## src/rtl/imem_boot_loader_if.sv

```systemverilog
// ---------------------------------------------------------------------------
// imem_boot_loader_if
// Bundles the byte-stream handshake from the serial receiver with the IMEM
// write port driven by the boot loader.
//   rx_valid / rx_data / rx_ready : byte stream (valid/ready)
//   imem_we / imem_waddr / imem_wdata : IMEM word write port
// Modports:
//   master : the loader (consumes bytes, drives the IMEM write port)
//   slave  : the environment (byte source and IMEM sink)
// ---------------------------------------------------------------------------
interface imem_boot_loader_if #(
    parameter int ADDR_W = 10
);
    logic              rx_valid;
    logic [7:0]        rx_data;
    logic              rx_ready;
    logic              imem_we;
    logic [ADDR_W-1:0] imem_waddr;
    logic [31:0]       imem_wdata;

    modport master (
        input  rx_valid,
        input  rx_data,
        output rx_ready,
        output imem_we,
        output imem_waddr,
        output imem_wdata
    );

    modport slave (
        output rx_valid,
        output rx_data,
        input  rx_ready,
        input  imem_we,
        input  imem_waddr,
        input  imem_wdata
    );
endinterface

```

## src/rtl/imem_boot_loader.sv

```systemverilog
// ---------------------------------------------------------------------------
// imem_boot_loader
// Receives a program image as a byte stream, packs it into 32-bit
// little-endian words and writes them into instruction memory, holding the
// core in reset until the whole image has landed. Runs once per reset.
//
// Image format: 2-byte word count N (LSB first), then N words of 4 bytes
// each (LSB first). With BOOT_CHECKSUM_EN defined, one trailing byte must
// equal the 8-bit modular sum of all data bytes.
//
// Ports:
//   clk        : system clock, rising edge
//   rst_n      : asynchronous active-low reset
//   bus        : imem_boot_loader_if.master (byte stream in, IMEM write out)
//   core_rst_n : active-low core reset, released once the image is loaded
//   boot_done  : image loaded successfully (sticky until reset)
//   boot_err   : length overflow or checksum failure (sticky until reset)
//
// Optional feature macro: BOOT_CHECKSUM_EN
//
// States:
//   LEN0  | receive word count bits 7:0
//   LEN1  | receive word count bits 15:8, range check
//   DATA  | assemble 4 bytes into a word
//   WRITE | one-cycle IMEM write of the assembled word
//   FIN   | image complete, checksum decision point
//   CSUM  | receive and compare checksum byte (BOOT_CHECKSUM_EN only)
//   DONE  | load successful, core released
//   ERR   | load failed, core held in reset
// ---------------------------------------------------------------------------
module imem_boot_loader #(
    parameter int ADDR_W = 10
) (
    input  logic               clk,
    input  logic               rst_n,
    imem_boot_loader_if.master bus,
    output logic               core_rst_n,
    output logic               boot_done,
    output logic               boot_err
);

    localparam logic [16:0] CAP = 17'd1 << ADDR_W;

    typedef enum logic [2:0] {
        S_LEN0,
        S_LEN1,
        S_DATA,
        S_WRITE,
        S_FIN,
`ifdef BOOT_CHECKSUM_EN
        S_CSUM,
`endif
        S_DONE,
        S_ERR
    } state_t;

    state_t state_q, state_d;

    logic              rx_ready_q;
    logic              imem_we_q;
    logic [31:0]       wdata_q;
    logic [15:0]       len_q;
    logic [1:0]        byte_cnt;
    logic [23:0]       asm_q;
    // One bit wider than the address so a full-capacity image can be counted.
    logic [ADDR_W:0]   word_cnt;
    logic [ADDR_W:0]   word_inc;
    logic [15:0]       len_new;
    logic              accept;
    logic              ready_d;
    logic              we_d;
    logic              done_d;
    logic              err_d;

`ifdef BOOT_CHECKSUM_EN
    logic [7:0]        sum_q;
`endif

    assign accept   = bus.rx_valid && rx_ready_q;
    assign word_inc = word_cnt + (ADDR_W+1)'(1);
    assign len_new  = {bus.rx_data, len_q[7:0]};

    assign bus.rx_ready   = rx_ready_q;
    assign bus.imem_we    = imem_we_q;
    assign bus.imem_waddr = word_cnt[ADDR_W-1:0];
    assign bus.imem_wdata = wdata_q;

    always_comb begin
        state_d = state_q;
        unique case (state_q)
            S_LEN0: begin
                if (accept) state_d = S_LEN1;
            end
            S_LEN1: begin
                if (accept) begin
                    if ({1'b0, len_new} > CAP) state_d = S_ERR;
                    else if (len_new == 16'd0)  state_d = S_FIN;
                    else                        state_d = S_DATA;
                end
            end
            S_DATA: begin
                if (accept && byte_cnt == 2'd3) state_d = S_WRITE;
            end
            S_WRITE: begin
                if (17'(word_inc) == {1'b0, len_q}) state_d = S_FIN;
                else                                state_d = S_DATA;
            end
`ifdef BOOT_CHECKSUM_EN
            S_FIN: state_d = S_CSUM;
            S_CSUM: begin
                if (accept) begin
                    if (bus.rx_data == sum_q) state_d = S_DONE;
                    else                      state_d = S_ERR;
                end
            end
`else
            S_FIN: state_d = S_DONE;
`endif
            S_DONE: state_d = S_DONE;
            S_ERR:  state_d = S_ERR;
            default: state_d = S_LEN0;
        endcase

        // Outputs are registered from the next state so they line up with
        // the state they describe and never depend combinationally on inputs.
        ready_d = 1'b0;
        we_d    = 1'b0;
        done_d  = 1'b0;
        err_d   = 1'b0;
        unique case (state_d)
            S_LEN0, S_LEN1, S_DATA: ready_d = 1'b1;
`ifdef BOOT_CHECKSUM_EN
            S_CSUM:                 ready_d = 1'b1;
`endif
            S_WRITE:                we_d    = 1'b1;
            S_DONE:                 done_d  = 1'b1;
            S_ERR:                  err_d   = 1'b1;
            default:                ready_d = 1'b0;
        endcase
    end

    always_ff @(posedge clk or negedge rst_n) begin
        if (!rst_n) begin
            state_q    <= S_LEN0;
            rx_ready_q <= 1'b0;
            imem_we_q  <= 1'b0;
            boot_done  <= 1'b0;
            boot_err   <= 1'b0;
            core_rst_n <= 1'b0;
        end else begin
            state_q    <= state_d;
            rx_ready_q <= ready_d;
            imem_we_q  <= we_d;
            boot_done  <= done_d;
            boot_err   <= err_d;
            core_rst_n <= done_d;
        end
    end

    always_ff @(posedge clk or negedge rst_n) begin
        if (!rst_n) begin
            len_q    <= '0;
            byte_cnt <= '0;
            asm_q    <= '0;
            wdata_q  <= '0;
            word_cnt <= '0;
`ifdef BOOT_CHECKSUM_EN
            sum_q    <= '0;
`endif
        end else begin
            if (state_q == S_LEN0 && accept) len_q[7:0]  <= bus.rx_data;
            if (state_q == S_LEN1 && accept) len_q[15:8] <= bus.rx_data;
            if (state_q == S_DATA && accept) begin
                byte_cnt <= byte_cnt + 2'd1;
                // First three bytes shift in from the top so the fourth
                // completes the little-endian word in one step.
                if (byte_cnt == 2'd3) wdata_q <= {bus.rx_data, asm_q};
                else                  asm_q   <= {bus.rx_data, asm_q[23:8]};
`ifdef BOOT_CHECKSUM_EN
                sum_q <= sum_q + bus.rx_data;
`endif
            end
            if (state_q == S_WRITE) word_cnt <= word_inc;
        end
    end

endmodule

```

## src/flat_wrapper.sv

```systemverilog
// flat-port wrapper written by rule: the top's interface ports become plain ports
module imem_boot_loader_flat 
#(
    parameter int ADDR_W = 10
)
  (clk, rst_n, core_rst_n, boot_done, boot_err, bus_rx_valid, bus_rx_data, bus_rx_ready, bus_imem_we, bus_imem_waddr, bus_imem_wdata);
  imem_boot_loader_if #(.ADDR_W(ADDR_W)) bus_i ();
  input  logic clk;
  input  logic rst_n;
  output logic core_rst_n;
  output logic boot_done;
  output logic boot_err;
  input wire logic [$bits(bus_i.rx_valid)-1:0] bus_rx_valid;
  input wire logic [$bits(bus_i.rx_data)-1:0] bus_rx_data;
  output wire logic [$bits(bus_i.rx_ready)-1:0] bus_rx_ready;
  output wire logic [$bits(bus_i.imem_we)-1:0] bus_imem_we;
  output wire logic [$bits(bus_i.imem_waddr)-1:0] bus_imem_waddr;
  output wire logic [$bits(bus_i.imem_wdata)-1:0] bus_imem_wdata;
  assign bus_i.rx_valid = bus_rx_valid;
  assign bus_i.rx_data = bus_rx_data;
  assign bus_rx_ready = bus_i.rx_ready;
  assign bus_imem_we = bus_i.imem_we;
  assign bus_imem_waddr = bus_i.imem_waddr;
  assign bus_imem_wdata = bus_i.imem_wdata;
  imem_boot_loader #(.ADDR_W(ADDR_W)) u_core (.clk(clk), .rst_n(rst_n), .bus(bus_i), .core_rst_n(core_rst_n), .boot_done(boot_done), .boot_err(boot_err));
endmodule
```

## config.mk

```make
export PLATFORM = sky130hd
export DESIGN_NAME = imem_boot_loader_flat
export DESIGN_NICKNAME = d
export VERILOG_FILES = /design/src/rtl/imem_boot_loader_if.sv /design/src/rtl/imem_boot_loader.sv /design/src/flat_wrapper.sv
export SDC_FILE = /design/constraint.sdc
export NUM_CORES = 1
export LEC_CHECK = 0
export CORE_AREA = 2 2 96 98
export DETAILED_ROUTE_END_ITERATION = 12
export DIE_AREA = 0 0 98 100
export GPL_ROUTABILITY_DRIVEN = 0
export PLACE_DENSITY = 0.77
export SLEW_MARGIN = 30
export SYNTH_ARGS = -nofsm -noshare
export SYNTH_HDL_FRONTEND = slang
export SYNTH_SLANG_ARGS = --single-unit
```

## constraint.sdc

```tcl
create_clock -name clk -period 2 [get_ports clk]
set_input_delay 0.2 -clock clk [delete_from_list [all_inputs] [get_ports clk]]
set_output_delay 0.2 -clock clk [all_outputs]
set_load 0.03 [all_outputs]
```

==> results.tsv <==
stage	metric	value	unit
min_path	class of the worst hold path	in -> async	
detailed_routing	Initial DRT Pass Iterations	4	
timing	Setup TNS	-140	ps
place	pre-CTS setup slack	-175	ps
logic_synthesis	async set or reset register ratio after synthesis	1.00	
setup_path	Worst EP arrival	2340	ps
logic_synthesis	number of flops mapped to enable cells by yosys	0	
power_and_ir_drop	Pwr Density	613	mW/mm2
timing	min Tclk post-route	2090	ps
grt	Overflow after GRT	0	
power_and_ir_drop	Worst VDD drop	0.000431	V
detailed_routing	Residual DRC	0	
cts	htree depth	3	
layout	Fillers	705	
floorplanning	Rows	35	
timing	period utilization	1.05	
layout	layout cells sized above 1	0.357	
layout	most frequent cells in the layout	dfrtp_1, mux2_2, clkdlybuf4s50_1, buf_4, nand2_1	
logic_synthesis	Mapped Area	0.00401	mm2
setup_path	cell chain of the critical path	or4_4, nor4_4, nand3_1, nor4_2, nand4b_1, buf_4, o211a_1	
layout	design area	0.00516	mm2
layout	commonest non-fill, non-tap cell in the layout	dfrtp_1	
logic_synthesis	post-synthesis cell count	305	
logic_synthesis	Area contributors post-synth	dfrtp_1, mux2_2, xnor2_1	
setup_path	crit end category	flop	
timing	Worst Max-Slew Pin Slew	451	ps
status	outcome	complete, but fails checks	
setup_path	cell count along the critical path	7	
logic_synthesis	Synth Warn #	0	
grt	largest net degree at the start of global routing	44	
floorplanning	Core Area	0.00889	mm2
logic_synthesis	Most used DFF post-synth	dfrtp_1	
cts	Clock Path Buffers	2	
setup_path	crit path max fanout	2	
logic_synthesis	Mapped Avg Cell Area	13.1	um2
timing	Max Fclk	0.478	GHz
floorplanning	Starting Density	0.451	
detailed_routing	vias per inst	5.32	
timing	worst hold margin	320	ps
place	dpl cell area	0.00490	mm2
setup_path	startpoint types	flop	
timing	final hold violation count	0	
setup_path	Worst R2R Path Depth	7	
cts	clk_lat worst skew	360	ps
status	failing checks	setup timing	
setup_path	CP max-delay cell	or4_4	
layout	diode count	0	
setup_path	WP buf/inv	1	
logic_synthesis	Seq/Total Area, Yosys	0.574	
setup_path	CP max stage delay	550	ps
floorplanning	io pins	58	
grt	number of global-route vias before repair	2816	
logic_synthesis	post-synthesis register bit count	92	
cts	CTS tree	yes	
cts	clock sinks	92	
timing	Final setup viols	2	
timing	Setup Skew	13.3	ps
cts	clock root buffer master	clkbuf_8	
detailed_routing	Detail Route Antenna Nets	0	
detailed_routing	Via Count	2660	
cts	Num CTS Buffers	9	
grt	Global Route Usage Sum	0.176	
setup_path	CP required	2250	ps
timing	RSZ-0062 raised after global routing	true	
grt	first-pass GRT wire length	13800	um
place	DP HPWL	5850	um
logic_synthesis	Yosys top cell by area	dfrtp_1	
timing	Slew headroom	0.699	
floorplanning	Die ar.	0.00980	mm2
timing	Slew Viols, Final	0	
timing	setup slack after layout	-91.0	ps
power_and_ir_drop	Leak	2.43	nW
logic_synthesis	Syn Nets	318	
floorplanning	die height	100	um
logic_synthesis	Yosys cell types	42	
grt	initial antenna violation count	0	
logic_synthesis	Synth top area share	0.574	
run	max-cap violations	0	
floorplanning	Horiz. Die Dim	98	um
place	PortBufs	57	
detailed_routing	wire per inst	16.2	um
detailed_routing	routed wire length	8120	um
cts	clock slew at reported path FFs	100	ps
layout	Area growth syn-to-layout	28.6	%
setup_path	crit-path leading delay family	simple AND/OR/NAND/NOR gates	
layout	Net count, final	397	
detailed_routing	initial DRC count	169	
setup_path	crit path kind	reg -> reg	
[what timing repair did]
action | CTS | global route
gates resized for setup | 2 | 6
hold endpoints to repair | 31 | 0
hold buffers | 1 | 0
setup buffers | 2 | 0
endpoints found under the setup margin | 3 | 3
pin swaps | 4 | 6
[sequential cells by signal, indices dropped and copies added, names as in the netlist]
| signal | flops |
|---|---|
| u_core.asm_q | 24 |
| u_core.boot_err | 1 |
| u_core.bus.imem_wdata | 32 |
| u_core.bus.imem_we | 1 |
| u_core.bus.rx_ready | 1 |
| u_core.byte_cnt | 2 |
| u_core.core_rst_n | 1 |
| u_core.len_q | 16 |
| u_core.state_q | 3 |
| u_core.word_cnt | 11 |
[final timing paths]
check                                                            end                      startpoint  slack, ps
max in group asynchronous       u_core.bus.imem_wdata[0]$_DFFE_PN0P_                           rst_n       1060
worst max register to register         u_core.bus.rx_ready$_DFF_PN0_    u_core.len_q[15]$_DFFE_PN0P_        -90
worst max-delay path                   u_core.bus.rx_ready$_DFF_PN0_    u_core.len_q[15]$_DFFE_PN0P_        -90
worst min-delay path                  u_core.word_cnt[9]$_DFFE_PN0P_                           rst_n        320
worst min register to register        u_core.byte_cnt[0]$_DFFE_PN0P_  u_core.byte_cnt[0]$_DFFE_PN0P_        490
min in group clk                      u_core.byte_cnt[0]$_DFFE_PN0P_  u_core.byte_cnt[0]$_DFFE_PN0P_        490
[cell families (layout without fill, tap and decap cells)]
logic type	after synthesis	after routing	synth area share
DFF	92	92	0.574
muxes	74	74	0.207
and+or+nand+nor	63	63	0.0808
buffers and inverters	30	114	0.0427
xor gates and xnor gates	23	23	0.0502
AOI/OAI and AO/OA	21	21	0.0384
adders and majority gates	2	2	0.00624
[cell usage after synthesis (2+ instances only)]
master / count
a21oi_1: 4
buf_2: 7
buf_4: 13
clkbuf_1: 5
dfrtp_1: 92
ha_1: 2
inv_1: 4
mux2_2: 73
nand2_1: 17
nand3_1: 8
nand4_1: 3
nor2_1: 11
nor2b_1: 4
nor3_1: 4
nor4_1: 4
o21ai_0: 4
or4_1: 4
xnor2_1: 15
xor2_1: 8
[per-layer routing]
metal  vias to the layer above  share of wire  track usage
met5                         -              0            0
met4                         0          0.021       0.0652
met2                        73           0.50        0.286
met1                      1349           0.43        0.230
li1                       1224              -            -
met3                        14          0.048       0.0474
[worst register-to-register path: cells and delay by family, from the launching register on]
kind	cells	cell delay [ps]
simple gates	5	1230
flops	1	380
compound gates	1	200
buf+inv	1	180
[through the flow]
| step | utilization | std cells | total power [W] |
|---|---|---|---|
| finish | 0.580 | 500 | 0.00316 |
| global route | 0.580 | 500 | 0.00330 |
| CTS | 0.576 | 500 | 0.00320 |
| detailed placement | 0.551 | 481 | 0.00199 |
| global placement | 0.551 | 481 | 0.00199 |
| floorplan | - | 305 | 0.00190 |
[final cells by class]
cell class,instances,area (um2),share of cell area
inverter,4,15.0,0.00291
timing repair buffer,94,898,0.174
clock buffer,9,124,0.0240
tap,111,139,0.0269
sequential,92,2300,0.447
clock inverter,7,70.1,0.0136
multi-input combinational,183,1610,0.311
[power by group]
group	switching, W	internal (W)
logic	0.0000564	0.0000341
registers	0	0.00186
clock network	0.000723	0.000486
total	0.000780	0.00238
(Power assumes the default switching activity.)
